<file path="config.mk">
export PLATFORM = sky130hd
export DESIGN_NAME = serial_subtractor
export DESIGN_NICKNAME = d
export VERILOG_FILES = /design/src/rtl/serial_subtractor.sv
export SDC_FILE = /design/constraint.sdc
export NUM_CORES = 1
export LEC_CHECK = 0
export CAP_MARGIN = 10
export CORE_ASPECT_RATIO = 0.6
export CORE_MARGIN = 2
export CORE_UTILIZATION = 52
export CTS_BUF_LIST = sky130_fd_sc_hd__clkbuf_8 sky130_fd_sc_hd__clkbuf_16
export DETAILED_ROUTE_END_ITERATION = 8
export PLACE_DENSITY = 0.79
export RECOVER_POWER = 100
export SETUP_SLACK_MARGIN = 0.05
export SYNTH_ARGS = -nofsm -noshare
export SYNTH_HDL_FRONTEND = slang
export SYNTH_SLANG_ARGS = --single-unit
</file>
<file path="constraint.sdc">
create_clock -name clk -period 2.37 [get_ports clk]
set_clock_uncertainty 0.2 [all_clocks]
set_input_delay 0.5925 -clock clk [delete_from_list [all_inputs] [get_ports clk]]
set_output_delay 0.5925 -clock clk [all_outputs]
set_load 0.02 [all_outputs]
</file>
<file path="src/rtl/serial_subtractor.sv">
// Bit-serial two's-complement subtractor: diff = {borrow, A - B}, one bit per clock, LSB first.
// Computed as A + ~B + 1, so the carry is preset to 1 and borrow is the inverted final carry.
module serial_subtractor #(
  parameter int unsigned WIDTH = 8
) (
  input  logic             clk,
  input  logic             resetn,
  input  logic             start,
  input  logic [WIDTH-1:0] A,
  input  logic [WIDTH-1:0] B,
  output logic             busy,
  output logic             done,
  output logic [WIDTH:0]   diff
);

  localparam int unsigned CntW = (WIDTH > 1) ? $clog2(WIDTH) : 1;
  localparam logic [CntW-1:0] CntLast = CntW'(WIDTH - 1);

  typedef enum logic [1:0] {StIdle, StRun, StDone} state_e;

  state_e           state_q, state_d;
  logic [WIDTH-1:0] sa_q, sa_d;
  logic [WIDTH-1:0] sb_q, sb_d;
  logic [WIDTH-2:0] res_q, res_d;
  logic [CntW-1:0]  cnt_q, cnt_d;
  logic             carry_q, carry_d;
  logic [WIDTH:0]   diff_q, diff_d;

  logic             sb_inv;
  logic             bit_r;
  logic             carry_nxt;
  logic [WIDTH-1:0] res_shift;

  always_comb begin
    sb_inv    = ~sb_q[0];
    bit_r     = sa_q[0] ^ sb_inv ^ carry_q;
    carry_nxt = (sa_q[0] & sb_inv) | (carry_q & (sa_q[0] ^ sb_inv));
    res_shift = {bit_r, res_q};
  end

  always_comb begin
    state_d = state_q;
    sa_d    = sa_q;
    sb_d    = sb_q;
    res_d   = res_q;
    cnt_d   = cnt_q;
    carry_d = carry_q;
    diff_d  = diff_q;

    unique case (state_q)
      // DONE samples start like IDLE so that a held start runs ops every WIDTH+1 cycles.
      StIdle, StDone: begin
        state_d = StIdle;
        if (start) begin
          state_d = StRun;
          sa_d    = A;
          sb_d    = B;
          carry_d = 1'b1;
          cnt_d   = '0;
        end
      end
      StRun: begin
        sa_d    = {1'b0, sa_q[WIDTH-1:1]};
        sb_d    = {1'b0, sb_q[WIDTH-1:1]};
        res_d   = res_shift[WIDTH-1:1];
        carry_d = carry_nxt;
        cnt_d   = cnt_q + CntW'(1);
        if (cnt_q == CntLast) begin
          state_d = StDone;
          diff_d  = {~carry_nxt, res_shift};
        end
      end
      default: state_d = StIdle;
    endcase
  end

  always_ff @(posedge clk or negedge resetn) begin
    if (!resetn) begin
      state_q <= StIdle;
      sa_q    <= '0;
      sb_q    <= '0;
      res_q   <= '0;
      cnt_q   <= '0;
      carry_q <= 1'b0;
      diff_q  <= '0;
    end else begin
      state_q <= state_d;
      sa_q    <= sa_d;
      sb_q    <= sb_d;
      res_q   <= res_d;
      cnt_q   <= cnt_d;
      carry_q <= carry_d;
      diff_q  <= diff_d;
    end
  end

  assign busy = (state_q == StRun);
  assign done = (state_q == StDone);
  assign diff = diff_q;

endmodule
</file>
======== Word-level counts from Yosys, hierarchy flattened ========
Index checks and enable logic that the tools add are counted.
storage, ports and cells
  memory bits (read-only) ................. 0
  register bits after elaboration ......... 38
  memories kept ........................... 0
  bits in latches ......................... 0
  bits of input ports ..................... 19
  output and inout bits ................... 11
  logic and storage cells ................. 36
  RAM bits ................................ 0
cells by class
  order comparisons ....................... 0
  shift operators ......................... 0
  add/sub/neg operators ................... 1
  bitwise gates (word level) .............. 7
  muxes and demuxes ....................... 11
  reductions and logical operators ........ 5
  eq/ne operators ......................... 5
  div/mod/pow operators ................... 0
  $mul .................................... 0
operators with widths
  kind                                                              count
  8-bit case mux with 2 select lines                                2
  8-bit two-way mux                                                 2
  3-bit case mux with 2 select lines                                1
  2-bit case mux with 2 select lines                                1
  2-bit AND reduction                                               2
  3-bit by 1-bit adder with 3-bit output (second input constant)    1
  3-bit == test (second input constant)                             1
  3-bit two-way mux                                                 1
  1-bit bitwise AND                                                 2
  2-bit by 1-bit == test with 1-bit output (second input constant)  1
  2-bit == test (second input constant)                             1
  2-bit logical NOT                                                 1
  1-bit two-way mux                                                 2
  2-bit two-way mux                                                 1
  2-bit by 1-bit != test with 1-bit output (second input constant)  1
  2-bit != test (second input constant)                             1
  1-bit inverter                                                    2
  1-bit case mux with 2 select lines                                1
  2-bit nonzero test                                                1
  2-bit OR reduction                                                1
  1-bit bitwise XOR                                                 2
  1-bit bitwise OR                                                  1

======== Logic depth before layout (Yosys ltp) ========
  word-level depth ........................ 5
  mapped depth ............................ 6
  gate-level depth less buffers ........... 5

======== Worst setup path before layout ========
OpenSTA, ideal clock, no wires.
  path type ............................... register -> output
  from .................................... reg state_q[1]
  to ...................................... out done
  cell stages (with the launch flop) ...... 4
  arrival time ............................ 1.040 ns
  slack ................................... 0.537 ns
  required time ........................... 1.577 ns
  buffers on the path ..................... 2
  cells stage by stage .................... dfrtp_1 buf_6 buf_2 nor2b_1
between the ends
  word-level cells in the longest chain between the ends .. 1
RTL lines
  what                      line  source
  start: declaration        21    state_e state_q, state_d;
  start signal: assignment  79    state_q <= StIdle;
  start signal: assignment  87    state_q <= state_d;
  2-bit == test             98    assign done = (state_q == StDone);
  end: declaration          12    output logic done,
No other way between the ends.

======== Worst setup path in the final report ========
  from .................................... reg diff_q[1] (netlist: diff[1])
  to ...................................... out diff[1]
RTL lines
  what                      line  source
  start: declaration        27    logic [WIDTH:0] diff_q, diff_d;
  start signal: assignment  93    diff_q <= diff_d;
  end: declaration          13    output logic [WIDTH:0] diff
No word-level cell between the ends.

==> results summary <==
The flow ran to the end, and the final reports show no timing, DRC or antenna violations. The final worst hold slack is approximately 0.28 ns. At the placement stage, the worst setup path has a slack of between 0.3 and 0.4 ns. The final-layout setup total negative slack is 0 ns.

The via count of the first global-routing pass came out at 1261. The total standard cell area after synthesis came out at around 1800 um2. The DRC violations left is 0. In this run the clock root is driven by a sky130_fd_sc_hd__clkbuf_8.

The number of diodes is 0. The sequential element share of the synthesized area came out at 0.5432. The pin count of the biggest net entering global routing is 39. The maximum net fanout on the critical path is 2. VDD sags by at most around 0.0006 V. Counting tap cells, the placed design contains a total of 230 instances. The cell count after synthesis came out at around 160. The cell leakage power is about 0.97 nW.

The number of post-CTS setup repair buffers is 0. The remaining number of nets flagged by the antenna check after routing is 0. In this run the most critical hold path is launched from res_q[0]. The violation count after the first detailed-routing iteration came out at 80. The via total after detailed routing is 1248. The distinct cell type count after synthesis came out at 24.

The worst setup path is of the reg2out kind. The total count of max-transition violations in the final report came out at 0. The family with the most delay on the worst path is buffers and inverters. The clock reaches the later pin of the worst-skew pair after 0.28 ns. The count of buffers from port buffering is 29. The routed wire length is 3194 um. The worst hold path terminates at res_q[0]. The worst setup path is launched from a flop. The power density over the cells came out at between 1000 and 1500 nW/um2. The total nets after synthesis is 181. A synthesized cell averages 11.01 um2. Counting both buffers and inverters, the worst setup path holds a total of 1.

The worst register-to-register path has a setup slack of about 0.47 ns. The final RePlAce weighted congestion came out at between 0.8 and 0.9. The class of the worst hold path is reg2reg. At the worst endpoint, the arrival time is around 1.3 ns. The share of final-layout standard cells stronger than drive strength 1 came out at 0.1347. In the layout the commonest cells are sky130_fd_sc_hd__dfrtp_1, sky130_fd_sc_hd__nand2_1, sky130_fd_sc_hd__clkdlybuf4s50_1. The depth of the worst hold-timing path is 2. The maximum frequency from static timing analysis came out at around 480 MHz. The clock edge transition at the registers on the reported setup and hold paths is ~0.070 ns.

The layout net count is around 210. The routed length per placed instance came out at between 10 and 15 um. In this run the deepest clock path goes through 2 buffers. The required time reported for the critical path endpoint is approximately 1.6 ns.

Using the TritonRoute via totals, the vias-per-cell ratio works out to 5.244. The number of non-filler instances in the completed layout came out at 238. The master of the slowest instance on the critical path is sky130_fd_sc_hd__dlygate4sd3_1.

Counting flops and latches in the post-synthesis netlist gives 38. The initial antenna violation count is 0. Across the run, the number of max-cap violations was 0. The number of hold buffers added after cts came out at 0. The I/O pin total came out at 30. TritonCTS built the clock tree. Counting cells, the worst reg-to-reg path comes to 4. The overall global routing resource usage is 0.1934.

The worst register-to-register path begins at state_q[0]. Setup repair after global routing left no endpoint under its margin. The post-detailed-placement half-perimeter wirelength came out at between 2000 and 2500 um. The floorplan step defined a core boundary enclosing 3243 um2. The end of the worst register-to-register path is sb_q[5]. The total overflow left after global routing is 0.

The worst path setup slack after routing came out at between 0.2 and 0.3 ns. The wire length of the first global-routing pass came out at about 5700 um. For this design, the sink count on the clock tree is 38. The total die area is between 3000 and 4000 um2.

The signal on the critical path passes through dlygate4sd3_1. The count of H-tree levels built during CTS came out at 2. The number of search-and-repair iterations in the first detailed-routing pass is 4. The period utilization came out at 0.8867.

Setup violations remaining at the end of the flow were counted as 0. Leaving out fill and tap cells, the most frequent cell in the layout is sky130_fd_sc_hd__dfrtp_1. The sort of element at the end of the critical path is a primary output. The slew at the pin closest to its max-slew limit is roughly 0.91 ns. For this run, the number of Yosys warnings is 0.

The shortest clock period the worst path allows after layout came out at ~2.1 ns. The critical path's largest stage delay is ~0.65 ns. The area growth from synthesis to final layout came out at 24.02%. The height of the die is around 49 um. The die width came out at 78.90 um. In this run the tightest slew margin relative to its limit is 0.3937. For this configuration, the core starts out at a cell density of 0.5397.

The row count came out at 16. The number of hold violations in the final report is 0. Counting the buffers created by CTS gives 5.
## registers in the layout (all words and copies together) (netlist names)
signal and count:
sa_q 8, res_q 7, sb_q 8, cnt_q 3, state_q 2, carry_q 1, diff 9
## cell families after synthesis
group,Yosys count,synth area share
AO/OA/AOI/OAI,35,0.1229
adder cells (fa/ha/maj),3,0.02573
buffers and inverters,19,0.05575
flip-flops,38,0.5432
multiplexers,22,0.1330
AND/OR/NAND/NOR,42,0.1194
## worst max path at each step
| stage | from | to | slack, ns | cells after the start |
|---|---|---|---|---|
| after floorplan | state_q[1] | done | 0.54 | 3 |
| after global placement | state_q[0] | busy | 0.36 | 3 |
| after detailed placement | start | sa_q[2] | 0.35 | 5 |
| after CTS | state_q[0] | done | 0.08 | 2 |
| after global routing | diff[8] | diff[8] | 0.22 | 1 |
| final | diff[1] | diff[1] | 0.27 | 1 |
## synth_stat cells (all sizes together)
library cell | instances | area [um2]
nand3 | 3 | 15.01
o21ai | 5 | 25.02
dfrtp | 38 | 950.9
mux2 | 10 | 112.6
nand3b | 1 | 7.510
a211oi | 9 | 67.56
and2 | 1 | 8.760
a221o | 1 | 10.01
inv | 8 | 30.03
mux2i | 12 | 120.1
nand2 | 22 | 82.58
fa | 1 | 20.02
nand2b | 2 | 20.02
nor3 | 1 | 5.000
nor2b | 10 | 62.56
o22ai | 4 | 25.02
a21oi | 14 | 70.07
ha | 2 | 25.02
a22o | 2 | 17.52
nor2 | 2 | 7.510
buf | 11 | 67.56
## power by group
group | internal, mW | leakage, nW | switching (mW)
logic | 0.539 | 0.453 | 0.572
clock network | 0.294 | 0.0575 | 0.215
registers | 0.954 | 0.462 | 0.205
## worst min-delay path, cell delays in order (launching register included)
cell and delay, ns:
sky130_fd_sc_hd__dfrtp_1 0.34, sky130_fd_sc_hd__nand2_1 0.05, sky130_fd_sc_hd__nand2_1 0.06
## stage by stage
step	instance area (um2)	utilization	power [mW]
global placement	2085	0.6427	2.282
floorplan	1750	-	1.951
detailed placement	2085	0.6427	2.364
CTS	2195	0.6767	2.874
global route	2171	0.6694	3.001
finish	2171	0.6694	2.778
## cell type report
cell class	instances	area, um2
well taps	45	56.30
clock buffers	8	110.1
repair buffers	37	331.6
inverters	8	30.03
flip-flops and latches	38	950.9
multi-input cells	102	691.9
fillers	258	1072
## layer usage
layer	wire, um	GRT usage	vias to the layer above
met5	0	0	-
met4	30	0.06034	0
met3	137	0.05926	4
met2	1469	0.3091	25
met1	1557	0.2565	605
li1	-	-	614
## what timing repair did
item | 4_1_cts | 5_1_grt
setup endpoints to repair | 2 | 1
resized for setup | 2 | 1
pin swaps | 0 | 0
(Power assumes the default switching activity.)
